## config.mk

```make
export PLATFORM = sky130hd
export DESIGN_NAME = tlb_array
export DESIGN_NICKNAME = d
export VERILOG_FILES = /design/src/rtl/tlb_array_pkg.sv /design/src/rtl/tlb_entry_match.sv /design/src/rtl/tlb_array.sv
export SDC_FILE = /design/constraint.sdc
export NUM_CORES = 2
export LEC_CHECK = 0
export ABC_AREA = 0
export CORE_ASPECT_RATIO = 0.7
export CORE_MARGIN = 1
export CORE_UTILIZATION = 55
export CTS_CLUSTER_DIAMETER = 200
export DETAILED_ROUTE_END_ITERATION = 10
export PLACE_DENSITY = 0.72
export SLEW_MARGIN = 10
export SYNTH_ARGS = -nofsm -noshare
export SYNTH_HDL_FRONTEND = slang
export SYNTH_HIERARCHICAL = 1
export SYNTH_SLANG_ARGS = --single-unit
```

## constraint.sdc

```tcl
create_clock -name clk -period 7.7 [get_ports clk]
set_input_delay 1.54 -clock clk [delete_from_list [all_inputs] [get_ports clk]]
set_output_delay 1.54 -clock clk [all_outputs]
set_load 0.02 [all_outputs]
```

## src/rtl/tlb_array_pkg.sv

```systemverilog
// Purpose: shared types and constants for the TLB storage array.
// Latency: n/a (types only).
// Backpressure: n/a (types only).
// Contents: array geometry, page-size codes, INVTLB op codes, entry/request structs, FSM state type.
package tlb_array_pkg;

  // Array geometry. Request structs depend on it, so it lives here as the single source.
  localparam int TLB_ENTRY_NUM = 32;   // power of two
  localparam int SWEEP_WIDTH   = 4;    // must divide TLB_ENTRY_NUM
  localparam int INDEX_LEN     = $clog2(TLB_ENTRY_NUM);

  localparam logic [5:0] PS_4K = 6'd12;
  localparam logic [5:0] PS_2M = 6'd21;

  // INVTLB op codes
  localparam logic [4:0] INV_ALL0       = 5'd0;
  localparam logic [4:0] INV_ALL1       = 5'd1;
  localparam logic [4:0] INV_G          = 5'd2;
  localparam logic [4:0] INV_NG         = 5'd3;
  localparam logic [4:0] INV_NG_ASID    = 5'd4;
  localparam logic [4:0] INV_NG_ASID_VA = 5'd5;
  localparam logic [4:0] INV_GA_VA      = 5'd6;
  localparam logic [4:0] INV_LAST_OP    = INV_GA_VA;

  typedef struct packed {
    logic [18:0] vppn;
    logic [5:0]  ps;
    logic        g;
    logic [9:0]  asid;
    logic        e;
  } tlb_key_t;

  typedef struct packed {
    logic [19:0] ppn0;
    logic [1:0]  plv0;
    logic [1:0]  mat0;
    logic        d0;
    logic        v0;
    logic [19:0] ppn1;
    logic [1:0]  plv1;
    logic [1:0]  mat1;
    logic        d1;
    logic        v1;
  } tlb_value_t;

  typedef struct packed {
    tlb_key_t   key;
    tlb_value_t value;
  } tlb_entry_t;

  typedef struct packed {
    logic                 valid;
    logic [INDEX_LEN-1:0] index;
    tlb_entry_t           entry;
  } tlb_w_req_t;

  typedef struct packed {
    logic        valid;
    logic [4:0]  op;
    logic [9:0]  asid;
    logic [18:0] vppn;
  } tlb_inv_req_t;

  typedef enum logic {ST_IDLE, ST_SWEEP} tlb_state_e;

endpackage

```

## src/rtl/tlb_entry_match.sv

```systemverilog
// Purpose: per-entry compare of one TLB key against an ASID/VPPN and an INVTLB op.
// Latency: combinational.
// Backpressure: none.
// Ports: key_i, asid_i, vppn_i, op_i in; srch_hit_o (TLBSRCH hit), inv_hit_o (INVTLB predicate true on a valid entry) out.
module tlb_entry_match
  import tlb_array_pkg::*;
(
  input  tlb_key_t    key_i,
  input  logic [9:0]  asid_i,
  input  logic [18:0] vppn_i,
  input  logic [4:0]  op_i,
  output logic        srch_hit_o,
  output logic        inv_hit_o
);

  logic vppn_eq;
  logic asid_eq;
  logic inv_pred;

  always_comb begin
    // 4K pages compare the full VPPN; anything else is treated as a 2M page,
    // whose low 9 VPPN bits fall inside the page offset.
    if (key_i.ps == PS_4K) begin
      vppn_eq = (key_i.vppn == vppn_i);
    end else begin
      vppn_eq = (key_i.vppn[18:9] == vppn_i[18:9]);
    end
    asid_eq = (key_i.asid == asid_i);

    case (op_i)
      INV_ALL0, INV_ALL1: inv_pred = 1'b1;
      INV_G:              inv_pred = key_i.g;
      INV_NG:             inv_pred = !key_i.g;
      INV_NG_ASID:        inv_pred = !key_i.g && asid_eq;
      INV_NG_ASID_VA:     inv_pred = !key_i.g && asid_eq && vppn_eq;
      INV_GA_VA:          inv_pred = (key_i.g || asid_eq) && vppn_eq;
      default:            inv_pred = 1'b0;
    endcase
  end

  assign srch_hit_o = key_i.e && vppn_eq && (key_i.g || asid_eq);
  assign inv_hit_o  = key_i.e && inv_pred;

endmodule

```

## src/rtl/tlb_array.sv

```systemverilog
// Purpose: TLB entry storage; 1-cycle writes, TLBRD/TLBSRCH lookups, INVTLB as a multi-cycle sweep.
// Latency: write commits at the request edge; rd/srch results registered, 1 cycle; INVTLB busy TLB_ENTRY_NUM/SWEEP_WIDTH cycles.
// Backpressure: busy_o high during a sweep; write/inv requests seen then are dropped.
// Ports: clk, rst (sync, active high); tlb_w_req_i, tlb_inv_req_i in; busy_o out;
//        rd_index_i in / rd_entry_o out; srch_valid_i, srch_asid_i, srch_vppn_i in / srch_hit_o, srch_index_o out.
module tlb_array
  import tlb_array_pkg::*;
(
  input  logic                 clk,
  input  logic                 rst,
  input  tlb_w_req_t           tlb_w_req_i,
  input  tlb_inv_req_t         tlb_inv_req_i,
  output logic                 busy_o,
  input  logic [INDEX_LEN-1:0] rd_index_i,
  output tlb_entry_t           rd_entry_o,
  input  logic                 srch_valid_i,
  input  logic [9:0]           srch_asid_i,
  input  logic [18:0]          srch_vppn_i,
  output logic                 srch_hit_o,
  output logic [INDEX_LEN-1:0] srch_index_o
);

  localparam logic [INDEX_LEN-1:0] PTR_STEP = INDEX_LEN'(SWEEP_WIDTH);
  localparam logic [INDEX_LEN-1:0] PTR_LAST = INDEX_LEN'(TLB_ENTRY_NUM - SWEEP_WIDTH);

  tlb_state_e           state_q, state_d;
  logic [INDEX_LEN-1:0] ptr_q, ptr_d;
  logic [4:0]           op_q, op_d;
  logic [9:0]           asid_q, asid_d;
  logic [18:0]          vppn_q, vppn_d;

  // E bits live in their own vector so reset clears every entry in one cycle;
  // the rest of each entry is payload that never needs a reset.
  logic [TLB_ENTRY_NUM-1:0] e_q, e_d;
  tlb_entry_t               ent_q    [TLB_ENTRY_NUM];
  tlb_entry_t               ent_d    [TLB_ENTRY_NUM];
  tlb_entry_t               ent_view [TLB_ENTRY_NUM];

  tlb_entry_t           rd_entry_q, rd_entry_d;
  logic                 srch_hit_q, srch_hit_d;
  logic [INDEX_LEN-1:0] srch_index_q, srch_index_d;

  logic idle;
  logic wr_fire;
  logic inv_fire;

  assign idle     = (state_q == ST_IDLE);
  assign wr_fire  = idle && tlb_w_req_i.valid;
  assign inv_fire = idle && tlb_inv_req_i.valid && (tlb_inv_req_i.op <= INV_LAST_OP);

  // Entry as seen by lookups: stored payload with the live E bit spliced in.
  always_comb begin
    for (int i = 0; i < TLB_ENTRY_NUM; i++) begin
      ent_view[i]       = ent_q[i];
      ent_view[i].key.e = e_q[i];
    end
  end

  // Search comparators, one per entry. The op input is irrelevant here.
  logic [TLB_ENTRY_NUM-1:0] srch_vec;
  logic [TLB_ENTRY_NUM-1:0] srch_inv_unused;

  for (genvar gi = 0; gi < TLB_ENTRY_NUM; gi++) begin : g_srch
    tlb_entry_match u_match (
      .key_i      (ent_view[gi].key),
      .asid_i     (srch_asid_i),
      .vppn_i     (srch_vppn_i),
      .op_i       (INV_ALL0),
      .srch_hit_o (srch_vec[gi]),
      .inv_hit_o  (srch_inv_unused[gi])
    );
  end

  // Sweep window: SWEEP_WIDTH consecutive entries starting at ptr_q.
  logic [INDEX_LEN-1:0]   win_idx [SWEEP_WIDTH];
  logic [SWEEP_WIDTH-1:0] win_hit;
  logic [SWEEP_WIDTH-1:0] win_srch_unused;

  for (genvar gk = 0; gk < SWEEP_WIDTH; gk++) begin : g_win
    assign win_idx[gk] = ptr_q + INDEX_LEN'(gk);
    tlb_entry_match u_match (
      .key_i      (ent_view[win_idx[gk]].key),
      .asid_i     (asid_q),
      .vppn_i     (vppn_q),
      .op_i       (op_q),
      .srch_hit_o (win_srch_unused[gk]),
      .inv_hit_o  (win_hit[gk])
    );
  end

  always_comb begin
    state_d      = state_q;
    ptr_d        = ptr_q;
    op_d         = op_q;
    asid_d       = asid_q;
    vppn_d       = vppn_q;
    e_d          = e_q;
    ent_d        = ent_q;
    rd_entry_d   = ent_view[rd_index_i];
    srch_hit_d   = srch_hit_q;
    srch_index_d = srch_index_q;

    // A write accepted together with an INVTLB lands first, so the sweep sees it.
    if (wr_fire) begin
      ent_d[tlb_w_req_i.index] = tlb_w_req_i.entry;
      e_d[tlb_w_req_i.index]   = tlb_w_req_i.entry.key.e;
    end

    case (state_q)
      ST_IDLE: begin
        if (inv_fire) begin
          state_d = ST_SWEEP;
          ptr_d   = '0;
          op_d    = tlb_inv_req_i.op;
          asid_d  = tlb_inv_req_i.asid;
          vppn_d  = tlb_inv_req_i.vppn;
        end
      end
      ST_SWEEP: begin
        for (int k = 0; k < SWEEP_WIDTH; k++) begin
          if (win_hit[k]) e_d[win_idx[k]] = 1'b0;
        end
        ptr_d = ptr_q + PTR_STEP;  // wraps to 0 after the last group
        if (ptr_q == PTR_LAST) state_d = ST_IDLE;
      end
    endcase

    // Lowest hitting index wins: scan downwards so the last assignment is the lowest.
    if (srch_valid_i) begin
      srch_hit_d   = |srch_vec;
      srch_index_d = '0;
      for (int i = TLB_ENTRY_NUM - 1; i >= 0; i--) begin
        if (srch_vec[i]) srch_index_d = INDEX_LEN'(i);
      end
    end
  end

  always_ff @(posedge clk) begin
    if (rst) begin
      state_q      <= ST_IDLE;
      ptr_q        <= '0;
      op_q         <= '0;
      asid_q       <= '0;
      vppn_q       <= '0;
      e_q          <= '0;
      rd_entry_q   <= '0;
      srch_hit_q   <= 1'b0;
      srch_index_q <= '0;
    end else begin
      state_q      <= state_d;
      ptr_q        <= ptr_d;
      op_q         <= op_d;
      asid_q       <= asid_d;
      vppn_q       <= vppn_d;
      e_q          <= e_d;
      rd_entry_q   <= rd_entry_d;
      srch_hit_q   <= srch_hit_d;
      srch_index_q <= srch_index_d;
    end
  end

  // Payload only; validity is carried by e_q.
  always_ff @(posedge clk) begin
    ent_q <= ent_d;
  end

  assign busy_o       = (state_q == ST_SWEEP);
  assign rd_entry_o   = rd_entry_q;
  assign srch_hit_o   = srch_hit_q;
  assign srch_index_o = srch_index_q;

  // Upstream must hold off write/inv requests while a sweep runs.
  busy_no_req_a: assert property (@(posedge clk) disable iff (rst)
    busy_o |-> !(tlb_w_req_i.valid || tlb_inv_req_i.valid));

endmodule

```

# Word level (Yosys, flattened, before mapping)
# Cells that the tools add are included.
[totals]
elab_cells = 940
out_inout_bits = 96
regBits = 3015
[classes]
n_eq_ne = 152
n_bitwise = 15
add_sub_neg = 4
n_mux = 115
magnitude_cmp = 18
reduce_logical = 133
[ops]
columns = ["cell", "count"]
rows = [
  ["2848-bit bitwise mux", 1],
  ["89-bit binary-select mux with 5-bit select", 5],
  ["89-bit two-way mux", 11],
  ["10-bit equality test", 72],
  ["19-bit equality test", 36],
  ["89-bit demux with 5-bit select", 1],
  ["32-bit two-way mux", 9],
  ["6-bit by 4-bit equality test with 1-bit output (second input constant)", 36],
  ["5-bit two-way mux", 33],
  ["32-bit AND", 4],
  ["32-bit NOT", 4],
  ["1-bit logical AND", 89],
  ["1-bit two-way mux", 43],
  ["6-bit >= comparator (second input constant)", 6],
  ["1-bit logical OR", 36],
  ["5-bit NOT with 6-bit output", 6],
  ["32-bit bitwise mux", 1],
  ["32-bit OR reduction", 1],
  ["5-bit by 6-bit less-than comparator with 1-bit output (second input constant)", 5],
  ["1-bit demux with 5-bit select", 5],
  ["5-bit by 1-bit >= comparator with 1-bit output (second input constant)", 5],
  ["1-bit case mux with 6 select lines", 4],
  ["5-bit by 3-bit equality test with 1-bit output (second input constant)", 3],
  ["5-bit by 2-bit adder with 5-bit output (second input constant)", 2],
  ["15 further kinds", 19],
]

# Depth between registers and ports, before layout
[logic_depth]
word_depth = 36
depth_mapped = 15
ltp_nobuf = 11

# Cells and area by module
# The synthesis kept the hierarchy.
[by_module_without_submodules]
columns = ["module", "instances", "cells_per_inst", "area_each_um2", "seq_area_each_um2"]
rows = [
  ["tlb_array", 1, 6244, 120677.0, 87864.3],
  ["tlb_entry_match", 36, 54, 425.4, 0.0],
]

# Worst setup path before layout
# No wires, ideal clock.
[synth_timing]
path_kind = "input-to-reg"
from = "input tlb_w_req_i[89] (netlist name)"
to = "register e_q[12]"
stages = 6
required_ns = 7.585
t_arrival_ns = 6.494
n_path_buf = 2
setup_slack_ns = 1.091
setup_ns = 0.115
path_cell_list = "or4b_1 > buf_2 > buf_6 > nor2_1 > nor2_1 > a2111oi_1"
[synth_between]
elab_chain_cells = 18
elab_cells_between_ends = 19
classes_between = "order compare (2); mux (12); bitwise (4); reduce/logical (1)"
[synth_rtl]
columns = ["element", "line_no", "rtl"]
rows = [
  ["start, declared", "tlb_array.sv:11", "input tlb_w_req_t tlb_w_req_i,"],
  ["5-bit by 6-bit less-than comparator with 1-bit output (not written as such) or 5-bit by 1-bit >= comparator with 1-bit output (tied branches)", "tlb_array.sv:106", "e_d[tlb_w_req_i.index] = tlb_w_req_i.entry.key.e;"],
  ["1-bit logical AND (not written as such)", "tlb_array.sv:106", ""],
  ["1-bit two-way mux (not written as such)", "tlb_array.sv:106", ""],
  ["1-bit demux with 5-bit select *", "tlb_array.sv:106", ""],
  ["32-bit bitwise mux *", "tlb_array.sv:106", ""],
  ["32-bit two-way mux *", "tlb_array.sv:104", "if (wr_fire) begin"],
  ["32-bit AND (no source line)", "-", ""],
  ["32-bit two-way mux", "tlb_array.sv:121", "if (win_hit[k]) e_d[win_idx[k]] = 1'b0;"],
  ["(+2 left out)", "-", ""],
  ["32-bit two-way mux", "tlb_array.sv:121", ""],
  ["32-bit two-way mux", "tlb_array.sv:109", "case (state_q)"],
  ["32-bit AND (no source line)", "-", ""],
  ["32-bit two-way mux", "tlb_array.sv:121", ""],
  ["32-bit two-way mux", "tlb_array.sv:109", ""],
  ["32-bit AND (no source line)", "-", ""],
  ["32-bit two-way mux", "tlb_array.sv:121", ""],
  ["32-bit two-way mux *", "tlb_array.sv:109", ""],
  ["end signal, assigned", "tlb_array.sv:145", "e_q <= '0;"],
  ["end signal, assigned", "tlb_array.sv:155", "e_q <= e_d;"],
  ["end, declared", "tlb_array.sv:34", "logic [TLB_ENTRY_NUM-1:0] e_q, e_d;"],
]
# Mark *: on every way between the ends. The rest lies on a longest branch, timed or not. The select of a mux whose other input is x is not followed.
# A chain may end at the register's enable or synchronous reset.

# Worst setup path after layout
[layout_timing]
from = "register ptr_q[2]"
to = "register e_q[11]"
[layout_between]
elab_cells_between_ends = 103
classes_between = "add/sub (3); order compare (8); eq/ne (16); mux (36); bitwise (12); reduce/logical (28)"
[layout_rtl]
columns = ["element", "line_no", "rtl"]
rows = [
  ["start, declared", "tlb_array.sv:27", "logic [INDEX_LEN-1:0] ptr_q, ptr_d;"],
  ["start signal, assigned", "tlb_array.sv:151", "ptr_q <= ptr_d;"],
  ["5-bit by 2-bit adder with 5-bit output *", "tlb_array.sv:80", "assign win_idx[gk] = ptr_q + INDEX_LEN'(gk);"],
  ["5-bit NOT with 6-bit output (not written as such) *", "tlb_array.sv:82", ".key_i (ent_view[win_idx[gk]].key),"],
  ["89-bit binary-select mux with 5-bit select *", "tlb_array.sv:82", ""],
  ["89-bit two-way mux (not written as such) * (2 in a row)", "tlb_array.sv:82", ""],
  ["19-bit equality test, or another cell as far along", "tlb_entry_match.sv:24", "vppn_eq = (key_i.vppn == vppn_i);"],
  ["1-bit two-way mux, or another cell as far along", "tlb_entry_match.sv:23", "if (key_i.ps == PS_4K) begin"],
  ["1-bit logical AND (on tied branches)", "tlb_entry_match.sv:36, tlb_entry_match.sv:35", ""],
  ["1-bit case mux with 6 select lines", "tlb_entry_match.sv:30", "case (op_i)"],
  ["1-bit logical AND *", "tlb_entry_match.sv:42", "assign inv_hit_o = key_i.e && inv_pred;"],
  ["net win_hit[3]", "tlb_array.sv:76", "logic [SWEEP_WIDTH-1:0] win_hit;"],
  ["32-bit two-way mux *", "tlb_array.sv:121", ""],
  ["32-bit two-way mux *", "tlb_array.sv:109", ""],
]
# The timed path passes the listed nets; every way through them passes the cells marked *. The select of a mux whose other input is x is not followed.

==> impl_metrics.ini <==
[worst_setup_path]
cpMostUsedCell = a21oi_1
crit_chain = buf_12, buf_4, o21ai_0, nand2_1, o221ai_1, xnor2_1, nand4_1, nor4_2, a21oi_1, a21oi_1, a2111oi_0
worstPathMaxFanout = 99
cp-startpoint = ptr_q[2]$_SDFFE_PP0P_
crit_buf_inv = 2
required_ns = 8.35
crit_type = reg2reg
r2r_cells = 11
critical_path_depth = 11
cp.arrival_ns = 6.35
slowest_delay_ns = 0.91
cp-start-kind = flop
crit_family = compound AO/OA/AOI/OAI gates
cp_slowest_cell = dfxtp_4
cp-end-kind = flop
r2r-start = ptr_q[2]$_SDFFE_PP0P_

[timing]
slew_headroom = 0.0773
layout_setup_ws_ns = 2.00
finalHoldViolCount = 0
rsz0062_at_grt = no
worst_pin_slew_ns = 1.37
setup_violations = 0
max_freq_ghz = 0.175
finalClockSkew_ns = 0.0480
slew_violations = 0
finalSetupTns_ns = 0
period_needed_ns = 5.70
min_period_over_period = 0.740

[floorplanning]
die_w_um = 592
dieArea_um2 = 245000
core_area_um2 = 242000
start_util = 0.553
die_y_um = 415
rows = 151
design.portCount = 263

[route]
vias = 83300
viasPerCell = 7.19
antenna_left = 0
drt_pass1_iterations = 9
wire_per_inst_um = 40.2
drtIter0Drc = 14700
wl_mm = 466
drt_drc_violations_left = 0

[synth]
netlist_area_um2 = 134000
synth_cells = 7831
yosysWarnings = 6
avgSynthCellArea_um2 = 17.1
syn_nets = 8001

[global_route]
grt.total_usage = 0.377
grt-ovfl-total = 0
grt_pass1_wl_mm = 641
grt_pass1_vias = 79900
antenna_found_initial = 33
grt_max_degree = 136

[finish]
nets = 8300
drive_gt1_frac = 0.196
areaGrowthSynthToFinish_pct = 12.3
finalInstanceArea_um2 = 150000

[clocking]
clock-sinks = 2981
htree_levels = 5
cts-hold-fix-buffers = 0
cts_buffer_depth = 4
clk-insertion-delay-late_ns = 0.88
clkSlewWorstSetupHoldPaths_ns = 0.07
postCtsSetupBuffers = 0
cts-root-buf = clkbuf_16
numCtsBuffers = 293
cts_resized = 0
cts_tree = built

[flow_run]
drv_cap = 0

[power]
peakVddDrop_uv = 274
p_leak_nw = 45.9
powerDensity_nw_per_um2 = 235
finalPower_mw = 35.3

[worst_hold_path]
hp-class = reg2reg
whs_path_depth = 1
min_from = op_q[3]$_SDFFE_PP0P_

[run_status]
status = completed

[place]
post-dp-hpwl_mm = 287
globalplace.congestion = 1.03
numPortBuffers = 262
place_area_um2 = 141000
pre_cts_slack_ns = 2.45
worst paths after layout:
check                         end  slack, ns
min reg2reg  op_q[3]$_SDFFE_PP0P_       0.54
max reg2reg    e_q[11]$_SDFF_PP0_       2.00
min          op_q[3]$_SDFFE_PP0P_       0.54
max            e_q[11]$_SDFF_PP0_       2.00
worst reg2reg max path: stages, from the launching register on:
cell       delay [ns]
dfxtp_4          0.91
buf_12           0.46
buf_4            0.93
o21ai_0          0.18
nand2_1          0.13
o221ai_1         0.16
xnor2_1          0.29
nand4_1          0.30
nor4_2           0.71
a21oi_1          0.31
a21oi_1          0.83
a2111oi_0        0.29
flip-flops by register name (all words and copies together) (netlist names):
register,count
asid_q,10
busy_o,1
e_q,32
ent_q,2816
op_q,5
ptr_q,3
rd_entry_o,89
srch_hit_o,1
srch_index_o,5
vppn_q,19
per-stage QoR:
step,util,hold slack (ns),cells
floorplan,-,0.493,7831
global placement,0.581,0.511,11000
detailed placement,0.581,0.517,11000
CTS,0.621,0.527,11600
global route,0.621,0.550,11600
finish,0.621,0.541,11600
metal layers:
| metal | part of all wire | wire length (um) | global-route usage | vias up |
|---|---|---|---|---|
| met1 | 0.40 | 187000 | 0.573 | 43300 |
| met2 | 0.41 | 190000 | 0.503 | 6813 |
| li1 | - | - | - | 32400 |
| met4 | 0.031 | 14300 | 0.101 | 30 |
| met3 | 0.16 | 75000 | 0.148 | 836 |
| met5 | 0.0013 | 621 | 0.00644 | - |
power breakdown:
part           switching, mW  internal [mW]
logic                   1.55          0.941
registers              0.120           17.9
clock network           6.30           8.50
layout by cell type, fill, tap and decap left out, types with 39 or more instances in the layout:
cell / count
a21oi_1: 200
a221oi_1: 104
a22o_1: 177
buf_12: 42
buf_4: 161
clkbuf_1: 59
clkbuf_16: 303
clkdlybuf4s50_1: 223
clkinv_2: 47
dfxtp_1: 162
edfxtp_1: 2816
mux2_2: 51
mux2i_1: 397
mux4_2: 712
nand2_1: 323
nand4_1: 181
nor2_1: 319
nor3_1: 74
nor4_1: 39
nor4_2: 73
o21ai_0: 107
o221ai_1: 148
o22ai_1: 141
o32ai_1: 53
xnor2_1: 580
xor2_1: 432
area by class of cell:
cell class	count	area [um^2]
clock inverters	151	1680
inverters	7	26.3
diodes	18	45.0
flip-flops and latches	2981	87900
fillers	17100	91600
well taps	3213	4020
repair buffers	465	4550
clock buffers	377	8010
multi-input cells	4382	44200
Note: power is estimated with default switching activity, not from simulation.
